**src/rtl/alu_ctrl_seq.sv**
```systemverilog
// Handshaked ALU control decoder with a latency counter for mul/div ops.
// Optional M-extension decode is enabled by defining ALUCTL_MEXT_EN.
module alu_ctrl_seq #(
  parameter int CTRL_W = 5,
  parameter int MD_LAT = 32
) (
  input  logic              clk,
  input  logic              rst_n,
  input  logic              i_flush,
  input  logic              i_in_valid,
  output logic              o_in_ready,
  input  logic [1:0]        i_alu_op,
  input  logic [6:0]        i_funct7,
  input  logic [2:0]        i_funct3,
  output logic              o_out_valid,
  input  logic              i_out_ready,
  output logic [CTRL_W-1:0] o_alu_ctrl,
  output logic              o_multi_cycle,
  output logic              o_illegal,
  output logic              o_busy
);

  localparam int CNT_W = (MD_LAT > 2) ? $clog2(MD_LAT) : 1;

  localparam logic [4:0] C_AND  = 5'b00000;
  localparam logic [4:0] C_OR   = 5'b00001;
  localparam logic [4:0] C_ADD  = 5'b00010;
  localparam logic [4:0] C_XOR  = 5'b00011;
  localparam logic [4:0] C_SLL  = 5'b00100;
  localparam logic [4:0] C_SRL  = 5'b00101;
  localparam logic [4:0] C_SUB  = 5'b00110;
  localparam logic [4:0] C_SRA  = 5'b00111;
  localparam logic [4:0] C_SLT  = 5'b01000;
  localparam logic [4:0] C_SLTU = 5'b01001;

  typedef enum logic [1:0] {IDLE, MD_WAIT, OUT} state_t;

  state_t             r_state, w_nextState;
  logic [CNT_W-1:0]   r_cnt;
  logic [CTRL_W-1:0]  r_aluCtrl;
  logic               r_multiCycle, r_illegal;
  logic [4:0]         w_decCtrl;
  logic               w_decMd, w_decIll, w_accept;

  always_comb begin
    w_decCtrl = C_ADD;
    w_decMd   = 1'b0;
    w_decIll  = 1'b0;
    case (i_alu_op)
      2'b00: w_decCtrl = C_ADD;
      2'b01: begin
        case (i_funct3)
          3'b000, 3'b001: w_decCtrl = C_SUB;
          3'b100, 3'b101: w_decCtrl = C_SLT;
          3'b110, 3'b111: w_decCtrl = C_SLTU;
          default:        w_decIll  = 1'b1;
        endcase
      end
      2'b10: begin
        if (i_funct7 == 7'b0000000) begin
          case (i_funct3)
            3'b000:  w_decCtrl = C_ADD;
            3'b001:  w_decCtrl = C_SLL;
            3'b010:  w_decCtrl = C_SLT;
            3'b011:  w_decCtrl = C_SLTU;
            3'b100:  w_decCtrl = C_XOR;
            3'b101:  w_decCtrl = C_SRL;
            3'b110:  w_decCtrl = C_OR;
            default: w_decCtrl = C_AND;
          endcase
        end else if (i_funct7 == 7'b0100000) begin
          case (i_funct3)
            3'b000:  w_decCtrl = C_SUB;
            3'b101:  w_decCtrl = C_SRA;
            default: w_decIll  = 1'b1;
          endcase
        end else if (i_funct7 == 7'b0000001) begin
`ifdef ALUCTL_MEXT_EN
          w_decCtrl = {2'b10, i_funct3};
          w_decMd   = 1'b1;
`else
          w_decIll  = 1'b1;
`endif
        end else begin
          w_decIll = 1'b1;
        end
      end
      default: begin
        case (i_funct3)
          3'b000:  w_decCtrl = C_ADD;
          3'b001:  begin
            if (i_funct7 == 7'b0000000) w_decCtrl = C_SLL;
            else                        w_decIll  = 1'b1;
          end
          3'b010:  w_decCtrl = C_SLT;
          3'b011:  w_decCtrl = C_SLTU;
          3'b100:  w_decCtrl = C_XOR;
          3'b101:  begin
            if (i_funct7 == 7'b0000000)      w_decCtrl = C_SRL;
            else if (i_funct7 == 7'b0100000) w_decCtrl = C_SRA;
            else                             w_decIll  = 1'b1;
          end
          3'b110:  w_decCtrl = C_OR;
          default: w_decCtrl = C_AND;
        endcase
      end
    endcase
    // Illegal encodings fall back to ADD as a harmless single-cycle op.
    if (w_decIll) begin
      w_decCtrl = C_ADD;
      w_decMd   = 1'b0;
    end
  end

  assign o_in_ready = !i_flush && ((r_state == IDLE) || ((r_state == OUT) && i_out_ready));
  assign w_accept   = i_in_valid && o_in_ready;

  always_comb begin
    w_nextState = r_state;
    if (i_flush) begin
      w_nextState = IDLE;
    end else begin
      case (r_state)
        IDLE:    if (w_accept) w_nextState = w_decMd ? MD_WAIT : OUT;
        MD_WAIT: if (r_cnt == '0) w_nextState = OUT;
        OUT: begin
          if (w_accept)         w_nextState = w_decMd ? MD_WAIT : OUT;
          else if (i_out_ready) w_nextState = IDLE;
        end
        default: w_nextState = IDLE;
      endcase
    end
  end

  always_ff @(posedge clk or negedge rst_n) begin
    if (!rst_n) begin
      r_state      <= IDLE;
      r_cnt        <= '0;
      r_aluCtrl    <= '0;
      r_multiCycle <= 1'b0;
      r_illegal    <= 1'b0;
    end else begin
      r_state <= w_nextState;
      if (w_accept) begin
        r_aluCtrl    <= CTRL_W'(w_decCtrl);
        r_multiCycle <= w_decMd;
        r_illegal    <= w_decIll;
        if (w_decMd) r_cnt <= CNT_W'(MD_LAT - 2);
      end else if ((r_state == MD_WAIT) && (r_cnt != '0)) begin
        r_cnt <= r_cnt - 1'b1;
      end
    end
  end

  assign o_out_valid   = (r_state == OUT);
  assign o_alu_ctrl    = r_aluCtrl;
  assign o_multi_cycle = r_multiCycle;
  assign o_illegal     = r_illegal;
`ifdef ALUCTL_MEXT_EN
  assign o_busy        = (r_state == MD_WAIT);
`else
  assign o_busy        = 1'b0;
`endif

endmodule

```
**config.mk**
```make
export PLATFORM = sky130hd
export DESIGN_NAME = alu_ctrl_seq
export DESIGN_NICKNAME = d
export VERILOG_FILES = /design/src/rtl/alu_ctrl_seq.sv
export SDC_FILE = /design/constraint.sdc
export NUM_CORES = 1
export LEC_CHECK = 0
export CAP_MARGIN = 15
export CORE_UTILIZATION = 35
export CTS_BUF_LIST = sky130_fd_sc_hd__clkbuf_16
export DETAILED_ROUTE_END_ITERATION = 8
export DONT_BUFFER_PORTS = 1
export PLACE_DENSITY = 0.53
export SLEW_MARGIN = 20
export SYNTH_ARGS = -nofsm -noshare
export SYNTH_HDL_FRONTEND = slang
export SYNTH_SLANG_ARGS = --single-unit
```
**constraint.sdc**
```tcl
create_clock -name clk -period 1.22 [get_ports clk]
set_input_delay 0.183 -clock clk [delete_from_list [all_inputs] [get_ports clk]]
set_output_delay 0.183 -clock clk [all_outputs]
set_load 0.02 [all_outputs]
```
# After elaboration in Yosys (flattened, before gate mapping)
# Cells that the tools add are included.
# totals
wordCells	66
input_bits	17
register_bits	13
out_inout_bits	10
# op_classes
addsub	1
n_mux	26
n_reduce_logical	19
n_eq_ne	15
n_bitwise	1
# ops
cell	count
$pmux 4 s7	2
$pmux 5 s3	1
$eq 3x3->1 const B	4
$mux 3	4
$pmux 4 s3	1
$mux 2	5
$mux 5	2
$reduce_or 2->1	4
$eq 7x6->1 const B	1
$logic_not 7->1	1
$mux 1	7
$eq 3x2->1 const B	2
$ne 3x3->1 const B	2
$pmux 2 s3	1
$pmux 3 s2	1
$reduce_or 6->1	1
$logic_not 5->1	1
$reduce_bool 5->1	1
$sub 5x1->5 const B	1
$eq 2x1->1 const B	2
$eq 2x2->1 const B	2
$logic_and 1x1->1	4
$logic_not 2->1	2
$ne 4x2->1 const B	1
other kinds (9)	9

# Longest topological paths before layout
# Gate-level depths: netlist of run 1.
# depth
word_depth	8
mapped_depth	6
depth_no_buf	5

# Worst setup path before layout of run 1
# Ideal clock, no wire load.
# synth_path
path_type	register -> register
startpoint	register r_state[1]
endpoint	register r_aluCtrl[0], in the netlist o_alu_ctrl[0]
period_less_slack_ns	1.359
setup_time_ns	0.104
n_path_buf	0
arrival_time_ns	1.255
slack_ns	-0.139
t_required_ns	1.116
stages_incl_launch_ff	5
path_cell_list	dfrtp_1 nor2b_1 nor2_4 nand2_2 o41ai_2
# synth_between
elab_chain_cells	5
elab_cells_between_ends	6
classes_between	eq/ne (1); reduce/logical (5)
# synth_rtl
element	line	rtl
start, declared	38	state_t r_state, w_nextState;
start signal, assigned	143	r_state <= w_nextState;
$eq 2x2->1	115	assign o_in_ready = !i_flush && ((r_state == IDLE) || ((r_state == OUT) && i_out_ready));
$logic_and 1x1->1	115	
$logic_or 1x1->1 (*)	115	
$logic_and 1x1->1 (*)	115	
net o_in_ready	11	output logic o_in_ready,
$logic_and 1x1->1 (*)	116	assign w_accept = i_in_valid && o_in_ready;
end signal, assigned	145	r_aluCtrl <= CTRL_W'(w_decCtrl);
end, declared	40	logic [CTRL_W-1:0] r_aluCtrl;
# The timed path passes the listed nets; every way through them passes the cells marked *.
# A chain may end at the register's enable or synchronous reset.

# Worst setup path in the final report of run 1
# layout_path
startpoint	register r_state[1]
endpoint	output o_in_ready
# layout_between
elab_chain_cells	4
elab_cells_between_ends	5
classes_between	eq/ne (1); reduce/logical (4)
# layout_rtl
element	line
$eq 2x2->1	115
$logic_and 1x1->1	115
$logic_or 1x1->1 (*)	115
$logic_and 1x1->1 (*)	115
end, declared	11
# Mark *: on every way between the ends. The rest lies on a longest branch, timed or not.

==> impl_summary.md, run 1 <==
Floorplan
The area of the core is 1370 um2. The chip width is 41.0 um. The die covers 1680 um2. The cell row count is 13.

Once the floorplan was initialized, standard cells occupied 39.0% of the core. Measured along the y axis, the die boundary spans 41.0 um. The I/O pin count is 27.

Synthesis
The post-synthesis instance total is 63. The fraction of registers with async set or reset after synthesis is 100%. In this run, synthesis produced a sequential element count of 6. The part of the Yosys area used for sequential elements is 28.2%. The synthesized netlist devotes 0% of its cell area to XOR and XNOR gates. In the synthesized netlist, mux cells make up 0% of the area. The number of enable-type register cells in the synthesized netlist is 0.

The warning count from the yosys run is 0. Yosys mapped the design onto 31 distinct sky130hd cell types. The post-synthesis share of cell area spent on full adders, half adders and majority gates is 0%. The commonest cells after synthesis are 9 x sky130_fd_sc_hd__nand2_1, 6 x sky130_fd_sc_hd__dfrtp_1, 5 x sky130_fd_sc_hd__nor2_1. The area of the mapped netlist is ~530 um2. In the synthesized netlist the dominant register cell turns out to be sky130_fd_sc_hd__dfrtp_1.

The fraction of the mapped netlist area in simple logic gates is 32.9%. The average instance in the mapped netlist occupies 8.46 um2. Summed over all instances, the cell type with the most area after synthesis is sky130_fd_sc_hd__dfrtp_1. The post-synthesis compound-gate area fraction is 27.5%.

The largest family of logic cells by synthesized area is simple AND/OR/NAND/NOR gates. The top cell type by area accounts for between 20% and 30% of the synthesized area. The most common cell in the synthesized netlist is sky130_fd_sc_hd__nand2_1. By area the synthesized netlist is led by sky130_fd_sc_hd__dfrtp_1 28%, sky130_fd_sc_hd__nand2_1 6.3%, sky130_fd_sc_hd__buf_4 4.2%.

Route
The final layout contains routed wiring with a total length of 1120 um. In the final routed layout, each cell accounts on average for 13.5 um. Across all layers, the routed design uses 480 vias.

The first TritonRoute pass finished after 4 iterations. The per-cell via count in the routed design is roughly 5.8. After the first detailed-routing iteration, the DRC count stood at 11.

In the routed design, unresolved DRC markers number 0. Once detail routing completed, the nets flagged for antenna violations numbered 0.

Worst setup path
In this run the register-to-register setup slack is 0.11 ns. The category of the critical setup timing path is register to output port. The critical path data arrival time is 1.00 ns. The sort of element at the end of the critical path is an output port. The type of origin of the critical path is a register. At the worst endpoint, the required time is between 1 and 1.5 ns.

The worst-path maximum fanout is 2.

Placement
OpenSTA, run right after detailed placement, puts the worst setup slack at -0.0917 ns. The estimated wirelength of the detail-placed design is 854 um. In this run the tool buffered the top-level ports with 0 buffer cells. The placed instance count is 78. The congestion estimate from routability-driven global placement came to 0.774.

The post-detailed-placement cell area is 559 um2.

GRT
The pin count of the biggest net entering global routing is 13. The total grt overflow is 0. Global routing used around 16% of the available tracks. The via count of the first global-routing pass is 393. The first global-routing pass estimated ~1700 um of wire. The initial antenna violation count is 0.

Final layout
The final standard cell count with taps included and fillers excluded is 83. The number of nets in the layout is between 80 and 90. With fillers left out, the area of the finished cells amounts to around 650 um2. Relative to the synthesized area, the layout overhead comes to 22.3%. In the final layout, the share of cells above drive strength 1 is roughly a quarter. The fill cell total of the finished layout is 144.

The number of antenna cells inserted is 0.

STA
The final critical-path setup slack is 0.0340 ns. The final number of hold-violating endpoints is 0. The number of endpoints failing setup at the final stage is 0. The clock period minus final worst setup slack is 1.19 ns.

The final-report max-slew violation count came to 0. After layout, the worst path uses a little over nine tenths of the clock period. Setup repair after global routing could not meet its margin everywhere. For the final database, setup skew stands at 0.00367 ns. The tightest hold path in the finished design has a slack of 0.0185 ns. Setup total negative slack on the finished layout was measured at 0 ns. The maximum clock frequency is about 0.84 GHz.

Flow run
The number of max-capacitance violations reported is 0.

Power
Power spread over the standard cell area amounts to 1390 nW/um2. The maximum VDD drop is 1240 uV. The leakage power is 0.000279 uW.

CTS
Buffers inserted during clock tree synthesis total 3. In this run the clock root is driven by a sky130_fd_sc_hd__clkbuf_16. TritonCTS built the clock tree. The clock sink count is 6. The number of buffers added for setup after CTS is 0. In this run the deepest clock path goes through 2 buffers. The CTS clock-pin slew for the worst setup and hold paths is 0.03 ns. In this run the number of H-tree levels came out at 1. The clock network latency to the later pin of the worst-skew pair is 0.23 ns.

Min path
The worst hold path class is primary input to register.

Status
The run finished with clean final reports.
==> registers in the layout (all words and copies together), names as in the netlist <==
| name | flops |
|---|---|
| o_alu_ctrl | 4 |
| o_illegal | 1 |
| r_state | 1 |
==> area by class of cell <==
type                    instances  area [um2]  area share [%]
clock buffers                   3        75.1            11.5
clock inverters                 1        3.75           0.576
inverters                       2        7.51            1.15
multi-input cells              51         352            53.9
flip-flops and latches          6         151            23.2
well taps                      15        18.8            2.88
repair buffers                  5        43.8            6.72
==> kinds of logic after synthesis <==
group | after synthesis
compound gates | 19
flops | 6
simple gates | 29
other cells | 1
buf+inv | 8
==> metal layers <==
metal | GRT usage (%) | up-vias | share of wire, %
met5 | 0 | - | 0
met4 | 2.50 | 0 | 0
met3 | 10.3 | 0 | 8.6
met2 | 24.2 | 17 | 48
met1 | 19.3 | 226 | 44
li1 | - | 237 | -
==> critical path, cell delays in order, from the launching register on <==
cell and delay (ns):
sky130_fd_sc_hd__dfrtp_2 0.39, sky130_fd_sc_hd__nor2b_4 0.13, sky130_fd_sc_hd__nor2_4 0.11, sky130_fd_sc_hd__buf_6 0.14
==> worst paths after layout <==
path                       cells past startpoint        from            end
max in group asynchronous                      1       rst_n     r_state[1]
hold / removal                                 1     i_flush     r_state[1]
min in group asynchronous                      1       rst_n  o_alu_ctrl[3]
setup / recovery                               3  r_state[1]     o_in_ready
setup reg to reg                               5  r_state[1]  o_alu_ctrl[1]
hold reg to reg                                2   o_illegal      o_illegal
==> power breakdown <==
group	total, uW	internal [uW]	switching, uW	leakage, uW
Clock	529	424	105	0.0000423
Sequential	259	222	37.7	0.0000766
Combinational	121	57.7	63.2	0.000160
Total	909	704	206	0.000279
==> cells in the final DEF, fill, tap and decap left out, types with 2 or more instances in the layout <==
cell	n
sky130_fd_sc_hd__dfrtp_1	5
sky130_fd_sc_hd__conb_1	3
sky130_fd_sc_hd__nand3_1	3
sky130_fd_sc_hd__buf_4	3
sky130_fd_sc_hd__clkbuf_16	3
sky130_fd_sc_hd__o31ai_1	3
sky130_fd_sc_hd__nand2b_1	2
sky130_fd_sc_hd__nor2_1	5
sky130_fd_sc_hd__nor2b_4	2
sky130_fd_sc_hd__inv_1	3
sky130_fd_sc_hd__o22ai_1	2
sky130_fd_sc_hd__a21oi_1	3
sky130_fd_sc_hd__nand2_1	9
sky130_fd_sc_hd__a31oi_1	2
==> per-stage QoR <==
stage               utilization [%]  total power [uW]
global placement               40.9               375
finish                         47.7               909
detailed placement             40.9               375
floorplan                         -               377
global route                   47.7               961
CTS                            47.7               923
==> what timing repair did <==
item | 4_1_cts | 5_1_grt
hold endpoints to repair | 6 | 0
resized for setup | 1 | 0
setup endpoints to repair | 1 | 1
hold buffers | 1 | 0
pin swaps | 1 | 0
Note: power is estimated with default switching activity, not from simulation.
==> inputs of run 2 (changes only) <==
--- a/config.mk
+++ b/config.mk
@@ -10,7 +10,7 @@
 export CTS_BUF_LIST = sky130_fd_sc_hd__clkbuf_16
 export DETAILED_ROUTE_END_ITERATION = 8
 export DONT_BUFFER_PORTS = 1
-export PLACE_DENSITY = 0.53
+export PLACE_DENSITY_LB_ADDON = 0.25
 export SLEW_MARGIN = 20
 export SYNTH_ARGS = -nofsm -noshare
 export SYNTH_HDL_FRONTEND = slang
==> run 2 against run 1 <==
Final area did not move; critical path depth did not move; register-to-register slack improved by 0.03 ns; die area did not move; routed wire length rose by 2.1%; non-clock buffer count did not move; hold slack got worse by 0.0049 ns; total power rose by 0.49%; global-route usage rose by 1.3 points; first-iteration DRC count fell by 45%; core utilization did not move; clock skew fell by 0.0017 ns; critical path type unchanged; critical endpoint unchanged; largest cell class unchanged.
==> impl_summary.md, run 2 (same netlist as run 1, synthesis figures left out) <==
Final layout
In the layout the commonest cells are 9 x sky130_fd_sc_hd__nand2_1, 5 x sky130_fd_sc_hd__nor2_1, 5 x sky130_fd_sc_hd__dfrtp_1. The most common cell after layout, fill and taps aside is sky130_fd_sc_hd__nand2_1. The number of antenna cells inserted is 0 (unchanged). The number of nets in the layout is 86 (unchanged). The fill cell total of the finished layout is 147 (+2.1%). The number of flip-flops in the largest register is 4 (unchanged). The multi-input gate area in the final layout was 352 um2 (unchanged).

The share of cells above drive strength 1 was 26.5% (unchanged). The layout-stage area growth over the synthesis result came to 22.3% (unchanged). The final standard cell utilization of the core is 47.7% (unchanged).

The area occupied by registers is 151 um2 (unchanged).

Worst setup path
The critical path data arrival time was 1.00 ns (about the same). On the critical path the largest part of the delay comes from flip-flops. The required time reported for the critical path endpoint is 1.04 ns (about the same).

The delay of the slowest critical-path stage was 0.38 ns (about the same). The signal on the critical path passes through nor2b_4 > nor2_4 > buf_6. The number of buffers and inverters on the critical path is 1 (unchanged).

STA classifies the critical path startpoint as a register. The worst-path maximum fanout came to 2 (unchanged). The category of the critical setup timing path is register to output port. The worst setup path is captured at an output port. The slowest library cell on the worst path is sky130_fd_sc_hd__dfrtp_2.

Status
The flow ran to the end, and the final reports show no timing, DRC or antenna violations.

CTS
The CTS clock-pin slew for the worst setup and hold paths came to 0.03 ns (about the same). The number of buffers added by the clock tree synthesis step is 3 (unchanged). The root buffer cell chosen for the clock tree is sky130_fd_sc_hd__clkbuf_16. The clock tree from TritonCTS is done. The maximum buffer depth of the clock tree came to 2 (unchanged). The total number of H-tree levels came to 1 (unchanged). The number of buffers added for setup after CTS is 0 (unchanged).

The clock sink count is 6 (unchanged). The clock network latency to the later pin of the worst-skew pair is 0.23 ns (about the same).

STA
Setup repair after global routing left no endpoint under its margin. The clock period minus final worst setup slack is 1.18 ns (-0.00367 ns). The number of endpoints failing setup at the final stage is 0 (unchanged). The final number of hold-violating endpoints came to 0 (unchanged). The worst hold slack was 0.0136 ns (-0.00495 ns).

The setup skew after layout came to 0.00199 ns (-0.00168 ns). The maximum clock frequency is 0.846 GHz (+0.31%). The final worst-path cycle share is 96.9% (-0.30 points). The final-report max-slew violation count is 0 (unchanged).

Route
The post-route antenna net violation count is 0 (unchanged). The per-cell via count in the routed design is 5.72 (-1.0%). The detailed-route via count came to 475 (-1.0%). The sum of routed wire length over all layers came to 1140 um (+2.1%). The first-pass iteration count of the detailed router came to 4 (unchanged). The number of design rule violations left after detail routing is 0 (unchanged). The average wire per standard cell was 13.7 um (+2.1%). The initial detailed-routing violation count is 6 (-5).

GRT
The pin count of the biggest net entering global routing is 13 (unchanged). The total track usage is 17.3% (+1.3 points). The wire length of the first global-routing pass came to 1850 um (+9.4%). The via count of the first global-routing pass is 447 (+14%). The total grt overflow is 0 (unchanged).

The initial antenna violation count is 0 (unchanged).

Power
The leakage power is 0.000279 uW (unchanged). The maximum VDD drop is 677 uV (-45%). The total power draw was 914 uW (+0.49%). The power per unit of standard cell area is 1400 nW/um2 (+0.49%).

Floorplan
The area of the die is 1680 um2 (unchanged). The starting density of the core is 39.0% (unchanged). The chip width was 41.0 um (unchanged). The I/O pin count is 27 (unchanged). The height of the chip is 41.0 um (unchanged). The cell row count is 13 (unchanged). The area of the core is 1370 um2 (unchanged).

Flow run
The number of max-capacitance violations reported is 0 (unchanged).

Placement
The global placement routability congestion was 0.840 (+8.6%). The estimated wirelength of the detail-placed design is 855 um (about the same). The number of port buffers came to 0 (unchanged).

Min path
The worst hold path class is primary input to register.
-- run 2: path summary, 6_finish.rpt --
| path | startpoint | to | slack (ns) | cells after the start |
|---|---|---|---|---|
| hold reg to reg | o_alu_ctrl[2] | o_alu_ctrl[2] | 0.60 | 2 |
| min in group asynchronous | rst_n | o_alu_ctrl[3] | 0.27 | 1 |
| setup / recovery | r_state[1] | o_in_ready | 0.04 | 3 |
| max in group asynchronous | rst_n | r_state[1] | 0.71 | 1 |
| setup reg to reg | r_state[1] | o_alu_ctrl[1] | 0.14 | 5 |
| hold / removal | i_flush | r_state[1] | 0.01 | 1 |
-- run 2: where the power goes --
part | internal [uW] | switching, uW | total [uW]
Clock | 425 | 109 | 533
Combinational | 57.6 | 64.0 | 122
Sequential | 222 | 37.2 | 259
-- run 2: layout make-up --
class / instances / area share, %
Multi-Input combinational cell: 51 / 53.9
Sequential cell: 6 / 23.2
Timing Repair Buffer: 5 / 6.72
Clock buffer: 3 / 11.5
Clock inverter: 1 / 0.576
Inverter: 2 / 1.15
Tap cell: 15 / 2.88
-- run 2: through the flow --
step / cells / instance area [um2] / setup WS, ns / setup TNS (ns)
6_report: 83 / 652 / 0.0377 / 0
5_1_grt: 83 / 652 / 0.00573 / 0
4_1_cts: 83 / 652 / 0.00656 / 0
3_5_place_dp: 78 / 559 / -0.0710 / -0.0710
3_3_place_gp: 78 / 559 / -0.0507 / -0.0507
2_1_floorplan: 65 / 561 / -0.00156 / -0.00156
-- run 2: per-layer routing --
metal  vias to the layer above  share of wire, %  track usage (%)
li1                        236                 -                -
met1                       218                44             20.1
met2                        19                46             25.8
met3                         2               9.1             12.0
met4                         0              0.88             4.17
met5                         -                 0                0
-- run 2: what timing repair did --
item	CTS	global route
endpoints found under the setup margin	1	1
endpoints found under the hold margin	6	0
gates resized for setup	1	0
hold buffers	1	0
pin swaps	0	1
